===== src/rtl/alu_issue.sv =====
// Single-issue ALU front end: reads operands (with write-back bypass), holds the ALU for a
// per-opcode number of cycles, then writes the captured result back for one cycle.
module alu_issue #(
  parameter int unsigned MUL_CYCLES = 2,
  parameter int unsigned DIV_CYCLES = 4
) (
  input  logic        clk,
  input  logic        rst_n,
  input  logic        in_valid,
  output logic        in_ready,
  input  logic [4:0]  in_aluop,
  input  logic [3:0]  in_rd,
  input  logic [3:0]  in_rs1,
  input  logic [3:0]  in_rs2,
  input  logic [15:0] in_imm,
  input  logic        in_use_imm,
  output logic [3:0]  rf_raddr1,
  output logic [3:0]  rf_raddr2,
  input  logic [31:0] rf_rdata1,
  input  logic [31:0] rf_rdata2,
  output logic [31:0] alu_val1,
  output logic [31:0] alu_val2,
  output logic [4:0]  alu_aluop,
  output logic        alu_is_alu_op,
  input  logic [31:0] alu_result,
  output logic        rf_we,
  output logic [3:0]  rf_waddr,
  output logic [31:0] rf_wdata,
  output logic        err,
  output logic        busy
);

  localparam logic [4:0] OpMov  = 5'h00;
  localparam logic [4:0] OpMovl = 5'h02;
  localparam logic [4:0] OpMovh = 5'h03;
  localparam logic [4:0] OpAdd  = 5'h04;
  localparam logic [4:0] OpSub  = 5'h05;
  localparam logic [4:0] OpMul  = 5'h06;
  localparam logic [4:0] OpDiv  = 5'h07;
  localparam logic [4:0] OpAnd  = 5'h08;
  localparam logic [4:0] OpOr   = 5'h09;
  localparam logic [4:0] OpNot  = 5'h0A;
  localparam logic [4:0] OpXor  = 5'h0B;
  localparam logic [4:0] OpShl  = 5'h0C;
  localparam logic [4:0] OpShr  = 5'h0D;
  localparam logic [4:0] OpAsr  = 5'h0E;

  typedef enum logic [1:0] {StIdle, StExec, StWb} state_e;

  state_e      state_q, state_d;
  logic [31:0] val1_q, val1_d, val2_q, val2_d;
  logic [4:0]  aluop_q, aluop_d;
  logic [3:0]  rd_q, rd_d;
  logic [3:0]  cnt_q, cnt_d;
  logic        we_q, we_d, err_q, err_d;
  logic [3:0]  waddr_q, waddr_d;
  logic [31:0] wdata_q, wdata_d;

  logic        accept, legal;
  logic [3:0]  last_cnt;
  logic [31:0] src1, src2, op2;

  assign in_ready      = (state_q != StExec);
  assign busy          = (state_q != StIdle);
  assign alu_is_alu_op = (state_q == StExec);
  assign accept        = in_valid && in_ready;

  // MOVL/MOVH merge into the destination, so its old value is operand 1.
  assign rf_raddr1 = (in_aluop == OpMovl || in_aluop == OpMovh) ? in_rd : in_rs1;
  assign rf_raddr2 = in_rs2;

  // Forward the value being written back this cycle; the register file only sees it next edge.
  assign src1 = (rf_we && rf_waddr == rf_raddr1) ? rf_wdata : rf_rdata1;
  assign src2 = (rf_we && rf_waddr == rf_raddr2) ? rf_wdata : rf_rdata2;
  assign op2  = in_use_imm ? {16'h0000, in_imm} : src2;

  always_comb begin
    legal    = 1'b0;
    last_cnt = 4'd0;
    case (in_aluop)
      OpMov, OpMovl, OpMovh, OpAdd, OpSub, OpAnd, OpOr, OpNot, OpXor, OpShl, OpShr,
      OpAsr:   legal = 1'b1;
      OpMul: begin
        legal    = 1'b1;
        last_cnt = 4'(MUL_CYCLES - 1);
      end
      OpDiv: begin
        legal    = 1'b1;
        last_cnt = 4'(DIV_CYCLES - 1);
      end
      default: legal = 1'b0;
    endcase
  end

  always_comb begin
    state_d = state_q;
    val1_d  = val1_q;
    val2_d  = val2_q;
    aluop_d = aluop_q;
    rd_d    = rd_q;
    cnt_d   = cnt_q;
    we_d    = 1'b0;
    err_d   = 1'b0;
    waddr_d = waddr_q;
    wdata_d = wdata_q;
    case (state_q)
      StIdle, StWb: begin
        state_d = StIdle;
        if (accept) begin
          val1_d  = src1;
          val2_d  = op2;
          aluop_d = in_aluop;
          rd_d    = in_rd;
          if (!legal) begin
            state_d = StWb;
            err_d   = 1'b1;
          end else if (in_aluop == OpDiv && op2 == 32'h0) begin
            state_d = StWb;
            we_d    = 1'b1;
            err_d   = 1'b1;
            waddr_d = in_rd;
            wdata_d = 32'hFFFF_FFFF;
          end else begin
            state_d = StExec;
            cnt_d   = last_cnt;
          end
        end
      end
      StExec: begin
        if (cnt_q == 4'd0) begin
          state_d = StWb;
          we_d    = 1'b1;
          waddr_d = rd_q;
          wdata_d = alu_result;
        end else begin
          cnt_d = cnt_q - 4'd1;
        end
      end
      default: state_d = StIdle;
    endcase
  end

  always_ff @(posedge clk or negedge rst_n) begin
    if (!rst_n) begin
      state_q <= StIdle;
      val1_q  <= '0;
      val2_q  <= '0;
      aluop_q <= '0;
      rd_q    <= '0;
      cnt_q   <= '0;
      we_q    <= 1'b0;
      err_q   <= 1'b0;
      waddr_q <= '0;
      wdata_q <= '0;
    end else begin
      state_q <= state_d;
      val1_q  <= val1_d;
      val2_q  <= val2_d;
      aluop_q <= aluop_d;
      rd_q    <= rd_d;
      cnt_q   <= cnt_d;
      we_q    <= we_d;
      err_q   <= err_d;
      waddr_q <= waddr_d;
      wdata_q <= wdata_d;
    end
  end

  assign alu_val1  = val1_q;
  assign alu_val2  = val2_q;
  assign alu_aluop = aluop_q;
  assign rf_we     = we_q;
  assign rf_waddr  = waddr_q;
  assign rf_wdata  = wdata_q;
  assign err       = err_q;

endmodule


===== config.mk =====
export PLATFORM = sky130hd
export DESIGN_NAME = alu_issue
export DESIGN_NICKNAME = d
export VERILOG_FILES = /design/src/rtl/alu_issue.sv
export SDC_FILE = /design/constraint.sdc
export NUM_CORES = 1
export LEC_CHECK = 0
export ABC_AREA = 0
export CAP_MARGIN = 20
export CORE_UTILIZATION = 40
export CTS_CLUSTER_DIAMETER = 30
export DETAILED_ROUTE_END_ITERATION = 6
export DONT_BUFFER_PORTS = 1
export HOLD_SLACK_MARGIN = 0.03
export PLACE_DENSITY = 0.63
export SLEW_MARGIN = 25
export SYNTH_ARGS = -nofsm -noshare
export SYNTH_HDL_FRONTEND = slang
export SYNTH_SLANG_ARGS = --single-unit

===== constraint.sdc =====
create_clock -name clk -period 7.8 [get_ports clk]
set_input_delay 1.95 -clock clk [delete_from_list [all_inputs] [get_ports clk]]
set_output_delay 1.95 -clock clk [all_outputs]
set_load 0.01 [all_outputs]

==> qor.yml <==
clk-insertion-delay-late_ns: 0.41
grt.overflow.total: 0
port_buffers: 0
drt_first_pass_iters: 4
synth_nets: 658
globalplace.congestion: 0.788
worst_setup_hold_path_clk_slew_ns: 0.05
ys_top_cells_by_count: "dfrtp_1 (117), nand2_1 (81), o21ai_0 (73)"
clockPowerShare_pct: 29.8
yosys_most_used_dff: "dfrtp_1"
skew_ns: 0.0126
drive_above_1_share_pct: 13.6
avgRoutedWirePerCell_um: 23.6
ios: 251
cp-startpoint: "in_aluop[2]"
dpl.hpwl_um: 11700
critPathCaptureType: "primary output"
die_y_um: 121
clock-sinks: 117
antenna_left: 0
synthCells: 524
relSlewSlack_pct: 34.7
synthArstFlopShare_pct: 100
cts_root_buffer: "clkbuf_16"
clk_path_buf_depth: 2
hp-class: "register to register"
drc: 0
cts_hold_buf: 0
p_int_w: 0.00164
die_x_um: 121
slowest_delay_ns: 0.82
p_per_area_mw_per_mm2: 410
cts_buffers: 17
critical_path_arrival_ns: 3.24
timing.rr.start: "rf_waddr[1]"
cts_tree: "built"
setup_viol: 0
p_total_w: 0.00262
crit_slowest_cell: "nor4b_1"
vias: 4161
critPathKind: "input pin to primary output"
vdd_drop_max_mv: 0.201
post-route-util_pct: 46.1
max_freq_mhz: 193
layout_setup_ws_ns: 2.61
grt_setup_unrepaired: "false"
synth_top_area_share_pct: 51.4
pre_cts_slack_ns: 1.96
yosysSeqAreaShare_pct: 51.4
hold_depth: 1
cp.required_ns: 5.85
yosysTopAreaCell: "dfrtp_1"
synth.area.top_cells: "dfrtp_1 (51%), mux2i_1 (11%), o21ai_0 (6.4%)"
p_comb_share_pct: 19.5
drv_cap: 0
yosysMostFrequentCell: "dfrtp_1"
syn_area_per_cell_um2: 10.9
hp-start: "rd_q[0]"
vias_per_cell: 5.93
tightest_slew_ns: 0.965
post_cts_resized: 0
fin_tns_setup_ns: 0
initial_core_util_pct: 41.0
crit_path_start_kind: "input pin"
drv_slew: 0
cts_max_level: 4
grt_pass1_wl_um: 24600
synth_cell_types: 52
fin_nets: 643
wirelength_um: 16500
cp.buffers_inverters: 0
critPathMaxFanout: 5
areaGrowthSynthToFinish_pct: 12.2
p_leak_nw: 2.78
crit_family: "simple AND/OR/NAND/NOR gates"
grt_pass1_vias: 4285
die-area_mm2: 0.0147
cp.depth: 2
outcome: "completed"
antenna_cells: 0
finalCritPeriodShare_pct: 66.6
nFillCells: 1324
hold_violations: 0
ff2ff_path_depth: 9
cp_cell_sequence: "nor4b_1, mux2_2"
post-cts-setup-buffer-count: 0
ys_warn_count: 0
period_needed_ns: 5.19
drtIter0Drc: 221
grt_max_degree: 118
p_sw_share_pct: 37.3
ys_ff_latch: 117
netlist_area_mm2: 0.00570
track_usage_pct: 22.6
std_cell_rows: 43
p_switching_w: 0.000977
antenna_found_initial: 0
seqPwrFrac_pct: 50.6
core_area_mm2: 0.0139
synth_edf_count: 0
## power by group through the flow
stage | clock network [W] | logic (W) | registers (W)
2_1_floorplan | 0 | 0.000428 | 0.00121
3_3_place_gp | 0 | 0.000484 | 0.00133
3_5_place_dp | 0 | 0.000512 | 0.00134
4_1_cts | 0.000796 | 0.000513 | 0.00133
5_1_grt | 0.000826 | 0.000581 | 0.00137
6_report | 0.000782 | 0.000512 | 0.00133
## state kept, by name, summed over array words and instances, names as in the netlist, 2 cells and up
register,cells
rf_waddr,4
rf_wdata,32
cnt_q,4
rd_q,4
alu_aluop,5
alu_val2,32
state_q,2
alu_val1,32
## layout by cell type, fill, tap and decap left out, types with 4 or more instances in the layout
cell,instances
o21ai_0,73
nand3_1,11
xnor2_1,4
dfrtp_1,117
a31oi_1,4
mux2i_1,60
nor4_1,7
inv_1,5
clkbuf_16,17
a21oi_1,6
or4_1,6
mux2_2,27
nor3_1,7
nand2_1,80
o22a_1,32
nor2_1,4
clkbuf_8,5
## cell families after synthesis
logic type	after synthesis	synth area share (%)
multiplexers	90	16.5
flip-flops	117	51.4
AO/OA/AOI/OAI	133	15.5
AND/OR/NAND/NOR	133	11.1
XOR/XNOR	7	1.08
buffers and inverters	43	4.26
adder cells (fa/ha/maj)	1	0.220
## worst paths after layout
path	endpoint	slack (ns)
min in group asynchronous	alu_val1[12]	1.24
worst max register to register	rf_waddr[2]	4.03
worst min register to register	rd_q[0]	0.51
worst min-delay path	rd_q[0]	0.51
max in group asynchronous	rf_wdata[30]	6.37
worst max-delay path	rf_raddr1[0]	2.61
## layer usage
metal  track usage (%)  up-vias  part of all wire (%)
met4              8.10        0                   1.4
met3              8.93       14                   9.6
met1              26.3     2066                    39
li1                  -     1872                     -
met5                 0        -                     0
met2              37.6      209                    50
## layout make-up
type / count / area (um2) / area share [%]
multi-input combinational: 364 / 2560 / 40.1
inverter: 6 / 22.5 / 0.352
tap: 180 / 225 / 3.52
timing repair buffer: 3 / 55.1 / 0.861
sequential: 117 / 2930 / 45.8
clock buffer: 25 / 505 / 7.91
clock inverter: 7 / 93.8 / 1.47
## through the flow
stage	area, um2	hold WS [ns]	cells
2_1_floorplan	5700	0.479	524
3_3_place_gp	5740	0.487	668
3_5_place_dp	5750	0.498	668
4_1_cts	6340	0.509	700
5_1_grt	6390	0.523	702
6_report	6390	0.507	702
Note: power is estimated with default switching activity, not from simulation.
